File: config.mk
export PLATFORM = sky130hd
export DESIGN_NAME = count_monitor_flat
export DESIGN_NICKNAME = d
export VERILOG_FILES = /design/src/rtl/count_pkg.sv /design/src/rtl/count_monitor_if.sv /design/src/rtl/sat_counter.sv /design/src/rtl/count_monitor.sv /design/src/flat_wrapper.sv
export SDC_FILE = /design/constraint.sdc
export NUM_CORES = 1
export LEC_CHECK = 0
export CAP_MARGIN = 20
export CORE_MARGIN = 2
export CORE_UTILIZATION = 49
export DETAILED_ROUTE_END_ITERATION = 16
export GPL_TIMING_DRIVEN = 0
export PLACE_DENSITY_LB_ADDON = 0.05
export SETUP_SLACK_MARGIN = 0.02
export SYNTH_ARGS = -nofsm -noshare
export SYNTH_HDL_FRONTEND = slang
export SYNTH_SLANG_ARGS = --single-unit
File: constraint.sdc
create_clock -name clk -period 2.1 [get_ports clk]
set_input_delay 0.42 -clock clk [delete_from_list [all_inputs] [get_ports clk]]
set_output_delay 0.42 -clock clk [all_outputs]
set_load 0.005 [all_outputs]
File: src/rtl/count_pkg.sv
// Shared definitions for the count monitor: default widths, FSM encoding and
// the saturating-increment rule used by the tally counters.
package count_pkg;

  localparam int unsigned CNT_W_DEF  = 4;
  localparam int unsigned WRAP_W_DEF = 8;
  localparam int unsigned ERR_W_DEF  = 8;
  localparam int unsigned LOCK_N_DEF = 4;
  localparam int unsigned MATCH_W    = 4;  // holds any LOCK_N in 1..15

  typedef enum logic [1:0] {
    IDLE   = 2'd0,
    ACQ    = 2'd1,
    LOCKED = 2'd2
  } state_t;

  // Next tally value: clear restarts at zero, increment stops at max (so clr+inc gives 1).
  function automatic logic [31:0] sat_next(input logic [31:0] q, input logic [31:0] max,
                                           input logic inc, input logic clr);
    logic [31:0] base;
    base = clr ? 32'd0 : q;
    if (inc && (base != max)) return base + 32'd1;
    return base;
  endfunction

endpackage

File: src/rtl/count_monitor_if.sv
// Snapshot readout handshake between the monitor and the debug consumer.
interface count_monitor_if #(
  parameter int unsigned WRAP_W = count_pkg::WRAP_W_DEF,
  parameter int unsigned ERR_W  = count_pkg::ERR_W_DEF
);
  logic              snap_req;
  logic              snap_ready;
  logic              snap_valid;
  logic [WRAP_W-1:0] snap_wraps;
  logic [ERR_W-1:0]  snap_errs;

  modport slave (
    input  snap_req, snap_ready,
    output snap_valid, snap_wraps, snap_errs
  );

  modport master (
    output snap_req, snap_ready,
    input  snap_valid, snap_wraps, snap_errs
  );
endinterface

File: src/rtl/sat_counter.sv
// Saturating tally with synchronous clear; exposes the value it will hold after
// the coming edge so a capture in the same cycle sees the current event.
module sat_counter
  import count_pkg::*;
#(
  parameter int unsigned W = 8
) (
  input  logic         clk,
  input  logic         reset,
  input  logic         inc,
  input  logic         clr,
  output logic [W-1:0] nxt_c
);

  localparam logic [W-1:0] MAX = '1;

  logic [W-1:0] q;

  assign nxt_c = W'(sat_next(32'(q), 32'(MAX), inc, clr));

  always_ff @(posedge clk) begin
    if (reset) q <= '0;
    else       q <= nxt_c;
  end

endmodule

File: src/rtl/count_monitor.sv
// Checks that a free-running count advances by +1 each clock, tallies wraps and
// sequence errors, and offers a snapshot of both tallies over valid/ready.
module count_monitor
  import count_pkg::*;
#(
  parameter int unsigned CNT_W       = CNT_W_DEF,
  parameter int unsigned WRAP_W      = WRAP_W_DEF,
  parameter int unsigned ERR_W       = ERR_W_DEF,
  parameter int unsigned LOCK_N      = LOCK_N_DEF,
  parameter bit          CLR_ON_SNAP = 1'b1
) (
  input  logic             clk,
  input  logic             reset,
  input  logic             en,
  input  logic [CNT_W-1:0] cnt,
  count_monitor_if.slave   snap,
  output logic             locked,
  output logic             err_pulse
);

  state_t             state;
  logic [CNT_W-1:0]   prev;
  logic [MATCH_W-1:0] match;

  logic [CNT_W-1:0]   exp_c;
  logic               hit_c;
  logic               wrap_ev_c;
  logic               err_ev_c;
  logic               xfer_c;
  logic               clr_c;
  logic [WRAP_W-1:0]  wraps_nxt_c;
  logic [ERR_W-1:0]   errs_nxt_c;

  assign exp_c     = prev + CNT_W'(1);
  assign hit_c     = (cnt == exp_c);
  assign wrap_ev_c = en && (state == LOCKED) && (prev == '1) && (cnt == '0);
  assign err_ev_c  = en && (state == LOCKED) && !hit_c;
  assign xfer_c    = snap.snap_valid && snap.snap_ready;
  assign clr_c     = CLR_ON_SNAP && xfer_c;

  sat_counter #(.W(WRAP_W)) u_wraps (
    .clk   (clk),
    .reset (reset),
    .inc   (wrap_ev_c),
    .clr   (clr_c),
    .nxt_c (wraps_nxt_c)
  );

  sat_counter #(.W(ERR_W)) u_errs (
    .clk   (clk),
    .reset (reset),
    .inc   (err_ev_c),
    .clr   (clr_c),
    .nxt_c (errs_nxt_c)
  );

  // Sequence tracking FSM; dropping en parks it in IDLE from any state.
  always_ff @(posedge clk) begin
    if (reset) begin
      state     <= IDLE;
      prev      <= '0;
      match     <= '0;
      locked    <= 1'b0;
      err_pulse <= 1'b0;
    end else begin
      err_pulse <= err_ev_c;
      if (!en) begin
        state  <= IDLE;
        locked <= 1'b0;
      end else begin
        prev <= cnt;
        unique case (state)
          IDLE: begin
            match <= '0;
            state <= ACQ;
          end
          ACQ: begin
            if (hit_c) begin
              match <= match + MATCH_W'(1);
              if ((match + MATCH_W'(1)) == MATCH_W'(LOCK_N)) begin
                state  <= LOCKED;
                locked <= 1'b1;
              end
            end else begin
              match <= '0;
            end
          end
          LOCKED: begin
            if (!hit_c) begin
              match  <= '0;
              state  <= ACQ;
              locked <= 1'b0;
            end
          end
          default: begin
            state  <= IDLE;
            locked <= 1'b0;
          end
        endcase
      end
    end
  end

  // Snapshot holder; a request landing on a transfer cycle is dropped.
  always_ff @(posedge clk) begin
    if (reset) begin
      snap.snap_valid <= 1'b0;
      snap.snap_wraps <= '0;
      snap.snap_errs  <= '0;
    end else if (xfer_c) begin
      snap.snap_valid <= 1'b0;
    end else if (!snap.snap_valid && snap.snap_req) begin
      snap.snap_valid <= 1'b1;
      snap.snap_wraps <= wraps_nxt_c;
      snap.snap_errs  <= errs_nxt_c;
    end
  end

endmodule

File: src/flat_wrapper.sv
// flat-port wrapper written by rule: the top's interface ports become plain ports
module count_monitor_flat import count_pkg::*;
#(
  parameter int unsigned CNT_W       = CNT_W_DEF,
  parameter int unsigned WRAP_W      = WRAP_W_DEF,
  parameter int unsigned ERR_W       = ERR_W_DEF,
  parameter int unsigned LOCK_N      = LOCK_N_DEF,
  parameter bit          CLR_ON_SNAP = 1'b1
)
  (clk, reset, en, cnt, locked, err_pulse, snap_snap_req, snap_snap_ready, snap_snap_valid, snap_snap_wraps, snap_snap_errs);
  count_monitor_if #(.WRAP_W(WRAP_W), .ERR_W(ERR_W)) snap_i ();
  input  logic clk;
  input  logic reset;
  input  logic en;
  input  logic [CNT_W-1:0] cnt;
  output logic locked;
  output logic err_pulse;
  input wire logic [$bits(snap_i.snap_req)-1:0] snap_snap_req;
  input wire logic [$bits(snap_i.snap_ready)-1:0] snap_snap_ready;
  output wire logic [$bits(snap_i.snap_valid)-1:0] snap_snap_valid;
  output wire logic [$bits(snap_i.snap_wraps)-1:0] snap_snap_wraps;
  output wire logic [$bits(snap_i.snap_errs)-1:0] snap_snap_errs;
  assign snap_i.snap_req = snap_snap_req;
  assign snap_i.snap_ready = snap_snap_ready;
  assign snap_snap_valid = snap_i.snap_valid;
  assign snap_snap_wraps = snap_i.snap_wraps;
  assign snap_snap_errs = snap_i.snap_errs;
  count_monitor #(.CNT_W(CNT_W), .WRAP_W(WRAP_W), .ERR_W(ERR_W), .LOCK_N(LOCK_N), .CLR_ON_SNAP(CLR_ON_SNAP)) u_core (.clk(clk), .reset(reset), .en(en), .cnt(cnt), .snap(snap_i), .locked(locked), .err_pulse(err_pulse));
endmodule
==> key figures, run 1 <==
Timing
  – Hold Violations, Final: 0
  – Worst-Margin Slew: 0.5734 ns
  – Final Max Slew Viols: 0
  – Setup Skew: 0.008861 ns
  – Hold Slack: 0.5019 ns
  – RSZ-0062 raised after global routing: no
  – Fmax: 496.1 MHz
  – Final setup margin: 0.08410 ns
  – Rel. slew slack: 0.6177
  – Min Tclk post-route: 2.016 ns
  – Setup-failing EPs final: 0
  – Final worst path period share: 0.9600

Synthesis
  – Cells after Synth: 233
  – Synth Area per Inst: 9.124 um2
  – Mapped Area: 2126 um2
  – Synthesis Warnings: 0
  – FFs w/ async S/R, synth: 0
  – Seq cells post-synth: 45
  – Register area share after synthesis: 0.4238
  – Number of synthesized flops with an enable pin: 0
  – Post-synth cell types: 48
  – Mapped Nets: 247
  – Main synth FF type: dfxtp_1

Critical path
  – CP Launch Point: u_core.prev[2]
  – CP arrival: 2.22 ns
  – Crit Path Max Fanout: 4
  – CP startpoint kind: register
  – Crit path capture type: register
  – Worst EP required: 2.31 ns
  – Worst r2r src: u_core.prev[2]
  – Critical Setup Path Class: reg2reg

Global route
  – Total global-route track usage: 0.1978
  – Number of global-route vias before repair: 1649
  – Largest net degree at the start of global routing: 14
  – Antenna violations before repair: 0
  – GRT Residual Overflow: 0
  – First-pass GRT wire length: 7.824 mm

Placed design
  – Post-DP Area: 2465 um2
  – Post-DP HPWL: 3.303 mm
  – GP Congestion: 0.8450
  – PortBufs: 25
  – Placement Setup Slack: -0.6908 ns

Cells and area
  – Nets: 288
  – Filler cells: 360
  – Layout Utilization: 0.6733
  – Area of the multi-input gates: 1262 um2
  – Antenna diodes: 0
  – Reg area: 910.9 um2
  – P&R area growth vs syn: 29.43%
  – Share of layout cells above drive strength 1: 0.1527
  – Design Area, Final: 2751 um2

Clocking
  – Root buffer cell: clkbuf_8
  – CTS max path bufs: 2
  – Reg clk slew, reported paths: 0.09 ns
  – CTS sink cnt: 45
  – Worst-Skew Late Latency: 0.29 ns
  – CTS buffer count: 5
  – CTS tree: built
  – Htree depth: 2

Route
  – # DRC: 0
  – Vias per inst: 5.609
  – Vias: 1823
  – Final ANT Viol Nets: 0
  – First-pass DRT Iterations: 6
  – Initial DRC count: 72
  – Post-Route WL: 4.691 mm
  – WL/cell: 14.43 um

Power and ir drop
  – Pwr dens: 641.4 nW/um2
  – Peak VDD IR: 0.4503 mV
  – Pwr Total: 1.765 mW
  – Pleak: 1.067 nW

Job
  – Max-Cap Viols: 0

Outcome
  – Status: completed

Min path
  – Min-delay src: u_core.snap.snap_wraps[7]
  – Hold crit path type: reg2reg

Floorplanning
  – Core area: 4086 um2
  – Site Rows: 23
  – Io pins: 28
  – Die X: 69.87 um
  – Die H: 69.87 um
  – Initial Utilization: 0.5202
  – Full die area: 4881 um2
==> registers in the layout (all words and copies together) (netlist names) <==
signal and count:
u_core.snap.snap_errs 8, u_core.snap.snap_wraps 8, u_core.u_errs.q 8, u_core.u_wraps.q 8
u_core.match 4, u_core.prev 4, u_core.state 2, u_core.err_pulse 1
u_core.locked 1, u_core.snap.snap_valid 1
==> cells by family after synthesis <==
kind of cell | after synthesis | share of synthesized area
AND/OR/NAND/NOR | 90 | 0.2213
buffers and inverters | 16 | 0.02884
adder cells (fa/ha/maj) | 5 | 0.02943
multiplexers | 7 | 0.03355
AO/OA/AOI/OAI | 51 | 0.1783
XOR/XNOR | 19 | 0.08475
flip-flops | 45 | 0.4238
==> Yosys cell counts (all sizes together), types with 2 or more instances <==
cell / n / share of area
nand4: 2 / 0.0059
and3: 9 / 0.029
a21oi: 6 / 0.014
nand3: 6 / 0.014
and2: 8 / 0.024
xor2: 12 / 0.049
nand2: 9 / 0.016
and4: 2 / 0.0088
nand3b: 2 / 0.0071
nor2: 35 / 0.062
o21ai: 5 / 0.012
inv: 6 / 0.011
or3: 2 / 0.0059
a311oi: 2 / 0.0082
a221oi: 2 / 0.0082
o211ai: 3 / 0.011
a21boi: 3 / 0.011
mux2i: 6 / 0.028
dfxtp: 45 / 0.42
and3b: 2 / 0.0082
a22o: 2 / 0.0082
xnor2: 6 / 0.025
a21o: 2 / 0.0071
nand2b: 6 / 0.018
ha: 5 / 0.029
clkbuf: 9 / 0.016
a211oi: 13 / 0.046
o2111ai: 4 / 0.016
nor2b: 2 / 0.0059
==> where the power goes <==
group	total (mW)	switching [mW]	internal, mW
sequential	0.895	0.0178	0.878
combinational	0.197	0.0973	0.100
clock	0.672	0.284	0.388
total	1.76	0.399	1.37
==> final timing paths <==
kind,endpoint,slack [ns],cells past startpoint
worst max register to register,u_core.snap.snap_errs[3],0.08,5
worst max-delay path,u_core.snap.snap_errs[3],0.08,5
worst min register to register,u_core.snap.snap_wraps[7],0.50,2
worst min-delay path,u_core.snap.snap_wraps[7],0.50,2
==> routing by layer <==
layer | part of all wire | vias to the layer above | global-route usage
li1 | - | 920 | -
met1 | 0.48 | 859 | 0.2658
met2 | 0.47 | 40 | 0.3185
met3 | 0.038 | 4 | 0.03463
met4 | 0.0081 | 0 | 0.07265
met5 | 0 | - | 0
==> repair_timing <==
item | in CTS | in global routing
buffers inserted | 9 | 1
endpoints found under the hold margin | 0 | 0
pin swaps | 7 | 11
endpoints found under the setup margin | 31 | 28
hold buffers | 0 | 0
resized for setup | 8 | 22
==> critical path, stage by stage, from the launching register on <==
cell	delay [ns]
dfxtp_2	0.35
xnor3_1	0.41
and3_4	0.20
a221o_1	0.32
or3_1	0.37
a311oi_1	0.27
==> metrics by stage <==
stage | setup TNS (ns) | cells
6_report | 0 | 325
5_1_grt | 0 | 325
4_1_cts | -0.07713 | 325
3_5_place_dp | -15.13 | 308
3_3_place_gp | -15.05 | 308
2_1_floorplan | 0 | 233
==> layout by cell type, fill, tap and decap left out, drive strengths merged, types with 2 or more instances in the layout <==
cell type       n
and4            2
nor2b           2
nand3           6
o2111ai         4
nand3b          2
a21o            2
nand4           2
a21oi           6
or3             2
a21boi          3
o21ai           5
a221oi          2
nor2           35
mux2i           6
inv             6
clkdlybuf4s50  22
a311oi          2
clkbuf         14
and3            9
dfxtp          45
a211oi         13
nand2           9
and2            8
xnor2           6
buf            12
o211ai          3
and3b           2
dlymetal6s2s    2
ha              5
xor2           12
a22o            2
nand2b          6
==> final cells by class <==
class	instances	share of cell area
flip-flops and latches	45	0.3311
well taps	50	0.02274
clock buffers	7	0.03138
multi-input cells	172	0.4588
inverters	6	0.008186
plain buffers	9	0.01683
repair buffers	35	0.1201
clock inverters	1	0.01091
(Power assumes the default switching activity.)
==> run 2: changes to the inputs <==
--- a/config.mk
+++ b/config.mk
@@ -6,7 +6,7 @@
 export NUM_CORES = 1
 export LEC_CHECK = 0
 export CAP_MARGIN = 20
-export CORE_MARGIN = 2
+export CORE_MARGIN = 3
 export CORE_UTILIZATION = 49
 export DETAILED_ROUTE_END_ITERATION = 16
 export GPL_TIMING_DRIVEN = 0
==> run 2 against run 1 <==
Against the previous run:
- combinational power hardly changed
- clock skew is 0.0021 ns lower
- sequential cell count stayed put
- sequential power hardly changed
- fmax hardly changed
- first-iteration DRC count is 6.9% higher
- register-to-register slack hardly changed
- worst setup slack hardly changed
- utilization is 0.73 points higher
==> key figures, run 2 (synthesis results as in run 1) <==
Route
  – Final ANT Viol Nets: 0
  – Vias: 1833
  – Initial DRC count: 77
  – # DRC: 0
  – Routed length on met2: 2.201 mm
  – Met3 routed WL: 250 um
  – Vias per inst: 5.606
  – M1 wire length: 2.366 mm
  – Post-Route WL: 4.906 mm
  – Top Layer Used: met4
  – WL/cell: 15.00 um
  – First-pass DRT Iterations: 4

Timing
  – Hold Violations, Final: 0
  – Final worst path period share: 0.9598
  – RSZ-0062 raised after global routing: yes
  – Hold Slack: 0.4358 ns
  – Rel. slew slack: 0.6308
  – Setup Skew: 0.006747 ns
  – Final Max Slew Viols: 0
  – Min Tclk post-route: 2.016 ns
  – Setup-failing EPs final: 0
  – Fmax: 496.1 MHz
  – Worst-Margin Slew: 0.5538 ns
  – Final setup margin: 0.08434 ns

Min path
  – Worst hold endpoint: u_core.snap.snap_valid
  – Hold crit path type: in2reg
  – Cell depth of the worst hold path: 3
  – Min-delay src: snap_snap_ready

Clocking
  – Worst-Skew Late Latency: 0.30 ns
  – Htree depth: 2
  – CTS buffer count: 5
  – Root buffer cell: clkbuf_8
  – CTS tree: built
  – Reg clk slew, reported paths: 0.09 ns
  – CTS sink cnt: 45
  – CTS max path bufs: 2

Job
  – Max-Cap Viols: 0

Global route
  – Largest net degree at the start of global routing: 15
  – GRT Residual Overflow: 0
  – Number of global-route vias before repair: 1680
  – Total global-route track usage: 0.1960
  – Antenna violations before repair: 0
  – First-pass GRT wire length: 7.886 mm

Placed design
  – Placement Setup Slack: -0.7071 ns
  – Post-DP HPWL: 3.258 mm
  – Post-DP Area: 2465 um2
  – Placed Instances: 308
  – PortBufs: 25
  – GP Congestion: 0.8819

Critical path
  – Crit Path Max Fanout: 4
  – Critical Setup Path Class: reg2reg
  – Worst EP required: 2.32 ns
  – Slowest CP cell: xnor3_1
  – R2r endpoint: u_core.snap.snap_errs[3]
  – R2r setup slk: 0.08 ns
  – CP arrival: 2.24 ns
  – Crit path capture type: register
  – CP startpoint kind: register
  – Crit-path cells: xnor3_1, and3_4, a221o_1, or3_1, a311oi_1
  – Cells on worst reg2reg path: 5
  – Worst r2r src: u_core.prev[2]
  – CP max stage delay: 0.43 ns

Cells and area
  – Non-filler cells, final: 327
  – Leading cell types in the layout, fill and taps excluded: 42 x dfxtp_1, 35 x nor2_1, 22 x clkdlybuf4s50_1
  – Share of layout cells above drive strength 1: 0.1733
  – Commonest non-fill, non-tap cell in the layout: dfxtp_1
  – Antenna diodes: 0
  – P&R area growth vs syn: 30.84%
  – Nets: 290
  – Design Area, Final: 2781 um2

Floorplanning
  – Site Rows: 23
  – Full die area: 5165 um2
  – Io pins: 28
  – Die X: 71.87 um
  – Core area: 4086 um2
  – Initial Utilization: 0.5202
  – Die H: 71.87 um

Power and ir drop
  – Comb pwr share: 0.105
  – Pwr dens: 671.3 nW/um2
  – Sw power: 419.5 uW
  – Clock network power share: 0.416
  – Peak VDD IR: 0.3211 mV
  – Switching share of power: 0.2247
  – Pwr Total: 1.867 mW
  – Sequential power share: 0.479
  – Pleak: 1.093 nW
  – Internal cell power: 1.448 mW

Outcome
  – Status: completed
[run 2: how the worst max path moves through the flow]
stage / start / endpoint / slack, ns / cells after the start
finish: u_core.prev[2] / u_core.snap.snap_errs[3] / 0.08 / 5
global route: u_core.snap.snap_valid / u_core.snap.snap_errs[4] / 0.005 / 9
CTS: cnt[3] / u_core.match[0] / -0.009 / 6
detailed placement: snap_snap_ready / u_core.snap.snap_wraps[1] / -0.71 / 9
global placement: snap_snap_ready / u_core.snap.snap_wraps[1] / -0.71 / 9
floorplan: u_core.snap.snap_valid / u_core.snap.snap_errs[3] / 0.05 / 7
[run 2: final cells by class]
class | instances | area (um2)
fillers | 354 | 1305
repair buffers | 37 | 340.3
flip-flops and latches | 45 | 907.1
plain buffers | 9 | 46.29
well taps | 50 | 62.56
clock inverters | 3 | 65.06
multi-input cells | 172 | 1269
inverters | 6 | 22.52
clock buffers | 5 | 68.82
[run 2: repair_timing]
item	4_1_cts	5_1_grt
endpoints found under the hold margin	0	0
buffers inserted	9	3
hold buffers	0	0
endpoints found under the setup margin	27	26
pin swaps	10	13
resized for setup	11	19
[run 2: power by group through the flow]
stage,Sequential (mW),Clock (mW),Combinational (mW)
6_report,0.895,0.777,0.196
5_1_grt,0.899,0.822,0.215
4_1_cts,0.894,0.786,0.186
3_5_place_dp,0.914,0,0.177
3_3_place_gp,0.914,0,0.176
2_1_floorplan,0.915,0,0.0968
[run 2: layer usage]
metal	GRT usage	up-vias
met5	0	-
met4	0.07516	0
met3	0.04488	10
met2	0.3041	43
met1	0.2650	854
li1	-	926
[run 2: stage by stage]
stage	setup TNS, ns	utilization
floorplan	0	-
global placement	-14.83	0.6032
detailed placement	-14.90	0.6032
CTS	-0.008728	0.6583
global route	0	0.6806
finish	0	0.6806
[run 2: worst max-delay path: cells and delay by family (launching register included)]
| family | cells | cell delay (ns) |
|---|---|---|
| XOR/XNOR | 1 | 0.43 |
| flip-flops | 1 | 0.39 |
| AND/OR/NAND/NOR | 2 | 0.54 |
| AO/OA/AOI/OAI | 2 | 0.57 |
==> run 3: changes to the inputs <==
--- a/config.mk
+++ b/config.mk
@@ -12,6 +12,7 @@
 export GPL_TIMING_DRIVEN = 0
 export PLACE_DENSITY_LB_ADDON = 0.05
 export SETUP_SLACK_MARGIN = 0.02
+export SKIP_LAST_GASP = 1
 export SYNTH_ARGS = -nofsm -noshare
 export SYNTH_HDL_FRONTEND = slang
 export SYNTH_SLANG_ARGS = --single-unit
==> results of run 3 <==
No change in the layout: final DEF, timing and power equal those of run 2.
